`config.mk`:
```
export PLATFORM = sky130hd
export DESIGN_NAME = muxn_selftest_flat
export DESIGN_NICKNAME = d
export VERILOG_FILES = /design/src/rtl/muxn_selftest_if.sv /design/src/rtl/muxn_selftest.sv /design/src/flat_wrapper.sv
export SDC_FILE = /design/constraint.sdc
export NUM_CORES = 1
export LEC_CHECK = 0
export ABC_CLOCK_PERIOD_IN_PS = 5690
export CORE_MARGIN = 5
export CORE_UTILIZATION = 58
export CTS_BUF_LIST = sky130_fd_sc_hd__clkbuf_8
export DETAILED_ROUTE_END_ITERATION = 10
export PLACE_DENSITY = 0.86
export SYNTH_ARGS = -nofsm -noshare
export SYNTH_HDL_FRONTEND = slang
export SYNTH_SLANG_ARGS = --single-unit
```
`constraint.sdc`:
```
create_clock -name Clock -period 5.69 [get_ports Clock]
set_input_delay 1.138 -clock Clock [delete_from_list [all_inputs] [get_ports Clock]]
set_output_delay 1.138 -clock Clock [all_outputs]
set_load 0.03 [all_outputs]
```
`src/rtl/muxn_selftest_if.sv`:
```
// Harness-to-environment bundle for muxn_selftest: DUV stimulus, DUV response
// and the run control/result signals.
interface muxn_selftest_if #(
    parameter int SEL_W = 2,
    parameter int ERR_W = 8
);
    localparam int N = 1 << SEL_W;

    logic                 Start;
    logic [N-1:0]         In;
    logic [SEL_W-1:0]     Sel;
    logic                 DutOut;
    logic                 Busy;
    logic                 Done;
    logic                 Pass;
    logic [ERR_W-1:0]     ErrCount;
    logic                 FirstFailValid;
    logic [SEL_W+N-1:0]   FirstFailVec;

    modport master (
        input  Start, DutOut,
        output In, Sel, Busy, Done, Pass, ErrCount, FirstFailValid, FirstFailVec
    );

    modport slave (
        output Start, DutOut,
        input  In, Sel, Busy, Done, Pass, ErrCount, FirstFailValid, FirstFailVec
    );
endinterface

```
`src/rtl/muxn_selftest.sv`:
```
// Exhaustive self-test harness for an N:1 single-bit mux: drives every {Sel, In}
// vector, checks DutOut against In[Sel] after LATENCY cycles and summarises.
module muxn_selftest #(
    parameter int SEL_W   = 2,
    parameter int LATENCY = 0,
    parameter int ERR_W   = 8
) (
    input logic             Clock,
    input logic             nReset,
    muxn_selftest_if.master bus
);

    localparam int N  = 1 << SEL_W;
    localparam int VW = SEL_W + N;

    localparam logic [1:0] S_IDLE  = 2'd0;
    localparam logic [1:0] S_RUN   = 2'd1;
    localparam logic [1:0] S_DRAIN = 2'd2;
    localparam logic [1:0] S_DONE  = 2'd3;

    localparam logic [VW-1:0] VEC_LAST   = '1;
    localparam logic [2:0]    DRAIN_LAST = 3'(LATENCY - 1);

    logic [1:0]       state;
    logic [VW-1:0]    vec;
    logic [2:0]       drain_cnt;
    logic [ERR_W-1:0] err_cnt;
    logic             ff_vld;
    logic [VW-1:0]    ff_vec;

    logic             start_ok;
    logic             active;
    logic [N-1:0]     in_drv;
    logic [SEL_W-1:0] sel_drv;
    logic             exp_p0;
    logic             chk_vld;
    logic             chk_exp;
    logic [VW-1:0]    chk_vec;
    logic             mismatch;

    function automatic logic [ERR_W-1:0] sat_inc(input logic [ERR_W-1:0] v);
        return (v == {ERR_W{1'b1}}) ? v : v + ERR_W'(1);
    endfunction

    assign start_ok = bus.Start && ((state == S_IDLE) || (state == S_DONE));
    assign active   = (state == S_RUN) || (state == S_DRAIN);
    assign in_drv   = active ? vec[N-1:0]  : '0;
    assign sel_drv  = active ? vec[VW-1:N] : '0;
    assign exp_p0   = in_drv[sel_drv];

    always_ff @(posedge Clock or negedge nReset) begin
        if (!nReset) begin
            state     <= S_IDLE;
            vec       <= '0;
            drain_cnt <= '0;
        end else begin
            case (state)
                S_RUN: begin
                    if (vec == VEC_LAST) begin
                        drain_cnt <= '0;
                        state     <= (LATENCY > 0) ? S_DRAIN : S_DONE;
                    end else begin
                        vec <= vec + VW'(1);
                    end
                end
                S_DRAIN: begin
                    if (drain_cnt == DRAIN_LAST) state <= S_DONE;
                    else drain_cnt <= drain_cnt + 3'd1;
                end
                default: begin
                    if (start_ok) begin
                        state <= S_RUN;
                        vec   <= '0;
                    end
                end
            endcase
        end
    end

    // Delay line: expected bit and vector index follow the DUV pipeline
    generate
        if (LATENCY == 0) begin : g_comb
            assign chk_vld = (state == S_RUN);
            assign chk_exp = exp_p0;
            assign chk_vec = vec;
        end else begin : g_dly
            logic [LATENCY-1:0] vld_p1;
            logic [LATENCY-1:0] exp_p1;
            logic [VW-1:0]      vec_p1 [LATENCY];

            always_ff @(posedge Clock or negedge nReset) begin
                if (!nReset) begin
                    vld_p1 <= '0;
                    exp_p1 <= '0;
                    for (int i = 0; i < LATENCY; i++) vec_p1[i] <= '0;
                end else begin
                    vld_p1[0] <= (state == S_RUN);
                    exp_p1[0] <= exp_p0;
                    vec_p1[0] <= vec;
                    for (int i = 1; i < LATENCY; i++) begin
                        vld_p1[i] <= vld_p1[i-1];
                        exp_p1[i] <= exp_p1[i-1];
                        vec_p1[i] <= vec_p1[i-1];
                    end
                end
            end

            assign chk_vld = vld_p1[LATENCY-1];
            assign chk_exp = exp_p1[LATENCY-1];
            assign chk_vec = vec_p1[LATENCY-1];
        end
    endgenerate

    // Case inequality so an X/Z response is scored as a failure
    assign mismatch = chk_vld && (bus.DutOut !== chk_exp);

    always_ff @(posedge Clock or negedge nReset) begin
        if (!nReset) begin
            err_cnt <= '0;
            ff_vld  <= 1'b0;
            ff_vec  <= '0;
        end else if (start_ok) begin
            err_cnt <= '0;
            ff_vld  <= 1'b0;
            ff_vec  <= '0;
        end else if (mismatch) begin
            err_cnt <= sat_inc(err_cnt);
            if (!ff_vld) begin
                ff_vld <= 1'b1;
                ff_vec <= chk_vec;
            end
        end
    end

    assign bus.In             = in_drv;
    assign bus.Sel            = sel_drv;
    assign bus.Busy           = active;
    assign bus.Done           = (state == S_DONE);
    assign bus.Pass           = (state == S_DONE) && (err_cnt == '0);
    assign bus.ErrCount       = err_cnt;
    assign bus.FirstFailValid = ff_vld;
    assign bus.FirstFailVec   = ff_vec;

endmodule
```
`src/flat_wrapper.sv`:
```
// flat-port wrapper written by rule: the top's interface ports become plain ports
module muxn_selftest_flat 
#(
    parameter int SEL_W   = 2,
    parameter int LATENCY = 0,
    parameter int ERR_W   = 8
)
  (Clock, nReset, bus_Start, bus_DutOut, bus_In, bus_Sel, bus_Busy, bus_Done, bus_Pass, bus_ErrCount, bus_FirstFailValid, bus_FirstFailVec);
  muxn_selftest_if #(.SEL_W(SEL_W), .ERR_W(ERR_W)) bus_i ();
  input logic Clock;
  input logic nReset;
  input wire logic [$bits(bus_i.Start)-1:0] bus_Start;
  input wire logic [$bits(bus_i.DutOut)-1:0] bus_DutOut;
  output wire logic [$bits(bus_i.In)-1:0] bus_In;
  output wire logic [$bits(bus_i.Sel)-1:0] bus_Sel;
  output wire logic [$bits(bus_i.Busy)-1:0] bus_Busy;
  output wire logic [$bits(bus_i.Done)-1:0] bus_Done;
  output wire logic [$bits(bus_i.Pass)-1:0] bus_Pass;
  output wire logic [$bits(bus_i.ErrCount)-1:0] bus_ErrCount;
  output wire logic [$bits(bus_i.FirstFailValid)-1:0] bus_FirstFailValid;
  output wire logic [$bits(bus_i.FirstFailVec)-1:0] bus_FirstFailVec;
  assign bus_i.Start = bus_Start;
  assign bus_i.DutOut = bus_DutOut;
  assign bus_In = bus_i.In;
  assign bus_Sel = bus_i.Sel;
  assign bus_Busy = bus_i.Busy;
  assign bus_Done = bus_i.Done;
  assign bus_Pass = bus_i.Pass;
  assign bus_ErrCount = bus_i.ErrCount;
  assign bus_FirstFailValid = bus_i.FirstFailValid;
  assign bus_FirstFailVec = bus_i.FirstFailVec;
  muxn_selftest #(.SEL_W(SEL_W), .LATENCY(LATENCY), .ERR_W(ERR_W)) u_core (.Clock(Clock), .nReset(nReset), .bus(bus_i));
endmodule
```
# [Yosys cells after proc, flatten, opt, wreduce, memory -nomap -nowiden]
# Index checks and enable logic that the tools add are counted.
[word_totals] register_bits=26 in_bits=4
[op_classes] add_sub_neg=3 bitwise_logic=1 muxes=22 reduce_logical=16 order_cmp=1 n_eq_ne=13
[op_table] cell="$mux W6" n=5
[op_table] cell="$mux W8" n=3
[op_table] cell="$pmux W6 S2" n=1
[op_table] cell="$ne A2 B2 Y1 const B" n=5
[op_table] cell="$reduce_and A3 Y1" n=3
[op_table] cell="$add A8 B1 Y8 const B" n=1
[op_table] cell="$eq A8 B8 Y1 const B" n=1
[op_table] cell="$logic_not A8 Y1" n=1
[op_table] cell="$mux W2" n=4
[op_table] cell="$add A6 B1 Y6 const B" n=1
[op_table] cell="$eq A6 B6 Y1 const B" n=1
[op_table] cell="$mux W3" n=2
[op_table] cell="$pmux W3 S2" n=1
[op_table] cell="$reduce_bool A2 Y1" n=3
[op_table] cell="$eq A2 B2 Y1 const B" n=2
[op_table] cell="$mux W4" n=1
[op_table] cell="$pmux W2 S2" n=1
[op_table] cell="$reduce_and A2 Y1" n=2
[op_table] cell="$add A3 B1 Y3 const B" n=1
[op_table] cell="$eq A3 B3 Y1 const B" n=1
[op_table] cell="$logic_and A1 B1 Y1" n=3
[op_table] cell="$lt A2 B3 Y1 const B" n=1
[op_table] cell="$mux W1" n=3
[op_table] cell="$reduce_bool A3 Y1" n=1
[op_table] cell="7 further kinds" n=8

# [Logic depth before layout (Yosys ltp)]
[depth] word_depth=9 mapped_depth=9 depth_no_buf=7

# [Least setup slack after synthesis]
# OpenSTA, ideal clock, no wires.
[synth_path] path_type="flip-flop to output port" from="register u_core.err_cnt[5], in the netlist u_core.bus.ErrCount[5]" to="output port bus_Pass" path_stages_with_launch=3 arrival_time_ps=1451 n_path_buf=0 setup_slack_ps=3101 path_cell_list="dfrtp_1 > or4_1 > nor2_1"
[synth_between] elab_chain_cells=2
[synth_rtl] element="start, declared" line_no="muxn_selftest.sv:27" text="logic [ERR_W-1:0] err_cnt;"
[synth_rtl] element="start signal, assigned" line_no="muxn_selftest.sv:127" text="err_cnt <= sat_inc(err_cnt);"
[synth_rtl] element="$logic_not A8 Y1" line_no="muxn_selftest.sv:139" text="assign bus.Pass = (state == S_DONE) && (err_cnt == '0);"
[synth_rtl] element="$logic_and A1 B1 Y1" line_no="muxn_selftest.sv:139"
[synth_rtl] element="end, declared" line_no="flat_wrapper.sv:18" text="output wire logic [$bits(bus_i.Pass)-1:0] bus_Pass;"
# No other way between the ends.

# [Final worst setup path]
[layout_path] from="register u_core.state[0]" to="output port bus_In[3]"
[layout_between] elab_chain_cells=3 word_cells_on_any_way=4 cone_classes="2 x eq/ne; 1 x mux; 1 x reduce/logical"
[layout_rtl] element="start, declared" line_no="muxn_selftest.sv:24" text="logic [1:0] state;"
[layout_rtl] element="start signal, assigned" line_no="muxn_selftest.sv:61" text="state <= (LATENCY > 0) ? S_DRAIN : S_DONE;"
[layout_rtl] element="$eq A2 B1 Y1 or $eq A2 B2 Y1 (tied branches)" line_no="muxn_selftest.sv:46" text="assign active = (state == S_RUN) || (state == S_DRAIN);"
[layout_rtl] element="$logic_or A1 B1 Y1 *" line_no="muxn_selftest.sv:46"
[layout_rtl] element="$mux W4 *" line_no="muxn_selftest.sv:47" text="assign in_drv = active ? vec[N-1:0] : '0;"
[layout_rtl] element="end, declared" line_no="flat_wrapper.sv:14" text="output wire logic [$bits(bus_i.In)-1:0] bus_In;"
# Mark *: on every way between the ends. The rest lies on a longest branch, timed or not.

==> metrics.csv <==
stage,metric,value,unit
detailed_routing,dr.first_iter.drc_count,74,
cts,cts_tree,yes,
logic_synthesis,synth_warnings,0,
logic_synthesis,postSynthAreaPerCell,9.582,sq um
finish,nets,200,
grt,grt_max_degree,27,
setup_path,cp.arrival,2.06,ns
pwr,netSwitchingPower,0.4054,mW
setup_path,worst-r2r-cell-count,7,
detailed_routing,wl,3411,microns
cts,insertion_delay,0.27,ns
setup_path,r2r-end,u_core.bus.ErrCount[5],
timing,min_period_over_period,56.12,%
logic_synthesis,synthCells,161,
finish,area_growth,22.30,%
timing,rsz0062_at_grt,false,
timing,worst_pin_slew,1.152,ns
setup_path,endpoint_kind,output pin,
setup_path,path_max_fanout,10,
finish,stdcell_count,217,
cts,holdBufCountCts,0,
pwr,switching_share,44.23,%
cts,cts.sinks,26,
timing,fin_setup_tns,0,ns
timing,setup_ws,2.497,ns
setup_path,r2r_slack,3.24,ns
detailed_routing,ant_nets,0,
placement,gp_congestion,0.8036,
pwr,pwr-share-seq,31.0,%
die,dieArea,3791,sq um
grt,antenna_found_initial,0,
pwr,p_int,0.5112,mW
finish,n_antenna_cell,0,
pwr,p_clk_share,16.7,%
pwr,finalPower,0.9166,mW
cts,cts_setup_buffers,0,
status,outcome,completed,
grt,grt_pass1_vias,1202,
cts,cts_root_buf,clkbuf_8,
die,initial_core_util,61.71,%
detailed_routing,first_pass_iters,4,
timing,setup_viol,0,
die,die_x,61.58,microns
setup_path,cp-start-kind,flip-flop,
finish,layout_commonest_cell,clkdlybuf4s50_1,
logic_synthesis,ys_seq_area_share,42.17,%
placement,io_buffers,27,
timing,max_freq,0.3132,GHz
logic_synthesis,synth_nets,173,
cts,htree_levels,1,
cts,path_clk_slew,0.09,ns
detailed_routing,wl_per_cell,15.72,microns
logic_synthesis,ys_ff_latch,26,
placement,dpl.cell_count,213,
pwr,ir_worst_vdd,0.3321,mV
finish,mostFrequentLayoutCells,"clkdlybuf4s50_1, dfrtp_1, nor2_1",
timing,drv_slew,0,
pwr,powerDensity,485.8,nW/um^2
timing,finalHoldViolCount,0,
grt,track_usage,19.64,%
timing,fin_worst_skew,0.006416,ns
cts,cts-resized-gates,0,
timing,maxSlewHeadroom,22.93,%
flow_run,cap_viol_max_count,0,
die,rows,18,
grt,grt-ovfl-total,0,
hold_path,hold_depth,2,
setup_path,required,4.55,ns
detailed_routing,route.vias.total,1283,
placement,hpwl,2434,microns
detailed_routing,drc,0,
setup_path,r2r_start,u_core.state[0],
finish,drive_above_1_share,5.348,%
logic_synthesis,synth_cell_type_count,39,
die,die_y,61.58,microns
die,io_pins,28,
pwr,pwr-share-comb,52.3,%
die,coreArea,2500,sq um
logic_synthesis,synthesis.area,1543,sq um
timing,fin_crit,3.193,ns
setup_path,worst-setup-path-type,reg2out,
pwr,leakagePower,0.8431,nW
grt,grt_first_pass_wirelength,5526,microns
detailed_routing,routed_via_density,5.912,
cts,clk_path_buf_depth,2,
finish,final_core_util,75.48,%
hold_path,hp-class,reg2reg,
hold_path,min_to,u_core.bus.FirstFailVec[1],
hold_path,hold_start,u_core.bus.FirstFailVec[1],
placement,pre_cts_ws,2.788,ns
cts,cts_buffers,3,
kinds of logic (layout without fill, tap and decap cells):
kind of cell	count (synthesis)	count (layout)	share of synthesized area [%]
and+or+nand+nor	64	64	21.49
AOI/OAI and AO/OA	32	32	13.46
DFF	26	26	42.17
buffers and inverters	14	40	4.460
muxes	12	12	9.083
adders and majority gates	8	8	6.488
xor gates and xnor gates	5	5	2.839
flip-flops by register name, summed over array words and instances, names as in the netlist:
signal and cells:
u_core.chk_vec 6, u_core.bus.FirstFailValid 1, u_core.state 2, u_core.bus.FirstFailVec 6, u_core.drain_cnt 3, u_core.bus.ErrCount 8
cell usage after synthesis:
master | instances | area, sq um
dfrtp_1 | 26 | 650.6
nor2_1 | 16 | 60.06
o21ai_0 | 14 | 70.07
nand2_1 | 13 | 48.80
nand3_1 | 11 | 55.05
inv_1 | 9 | 33.78
ha_1 | 8 | 100.1
mux2i_1 | 8 | 80.08
nor2b_1 | 7 | 43.79
a21oi_1 | 6 | 30.03
or4_1 | 5 | 37.54
o31ai_1 | 3 | 22.52
xor2_1 | 3 | 26.28
buf_6 | 2 | 22.52
clkbuf_1 | 2 | 7.510
nand2b_1 | 2 | 12.51
nand4_1 | 2 | 12.51
nor3_1 | 2 | 10.01
xnor2_1 | 2 | 17.52
a211oi_1 | 1 | 7.510
a22o_1 | 1 | 8.760
a22o_4 | 1 | 17.52
a22oi_1 | 1 | 7.510
a41oi_1 | 1 | 8.760
and2_1 | 1 | 6.260
and4_1 | 1 | 8.760
buf_2 | 1 | 5.000
mux2_1 | 1 | 11.26
mux2_2 | 1 | 11.26
mux2_4 | 1 | 15.01
mux2i_4 | 1 | 22.52
nand4bb_1 | 1 | 11.26
nor2b_2 | 1 | 8.760
nor3_2 | 1 | 10.01
nor4_1 | 1 | 6.260
o211a_1 | 1 | 10.01
o21bai_1 | 1 | 7.510
o311ai_0 | 1 | 8.760
o41ai_1 | 1 | 8.760
power groups by stage:
stage,sequential (mW),combinational [mW],clock [mW]
2_1_floorplan,0.310,0.306,0
3_3_place_gp,0.282,0.461,0
3_5_place_dp,0.286,0.474,0
4_1_cts,0.282,0.482,0.153
5_1_grt,0.290,0.520,0.162
6_report,0.284,0.480,0.153
area by class of cell:
cell class / instances / area, sq um
repair buffers: 27 / 270.3
clock buffers: 3 / 41.29
multi-input cells: 121 / 823.3
clock inverters: 1 / 30.03
well taps: 30 / 37.54
inverters: 9 / 33.78
flip-flops and latches: 26 / 650.6
fillers: 183 / 613.1
stage by stage:
step	hold slack, ns	area (sq um)
CTS	0.5372	1887
global route	0.5779	1887
detailed placement	0.5190	1815
finish	0.5327	1887
global placement	0.4954	1815
floorplan	0.4763	1543
worst max-delay path by stage:
stage | startpoint | to | slack [ns] | depth (start not counted)
floorplan | u_core.bus.ErrCount[5] | bus_Pass | 3.10 | 2
global placement | u_core.state[0] | bus_Sel[1] | 2.86 | 4
detailed placement | u_core.state[0] | bus_In[3] | 2.79 | 4
CTS | u_core.state[0] | bus_In[3] | 2.48 | 4
global route | u_core.state[0] | bus_Sel[1] | 2.39 | 4
finish | u_core.state[0] | bus_In[3] | 2.50 | 4
worst max-delay path, cell delays in order (launching register included):
cell and delay [ns]:
dfrtp_1 0.39, inv_1 0.07, ha_1 0.43, nor2b_1 0.21, clkdlybuf4s50_1 0.69
layer usage:
layer,GRT usage [%],vias to the layer above,share of wire (%)
met5,0,-,0
met4,5.455,0,0.38
met3,3.354,2,5.4
met2,30.34,44,48
met1,28.44,611,46
li1,-,626,-
Power figures use the tool's default switching activity.
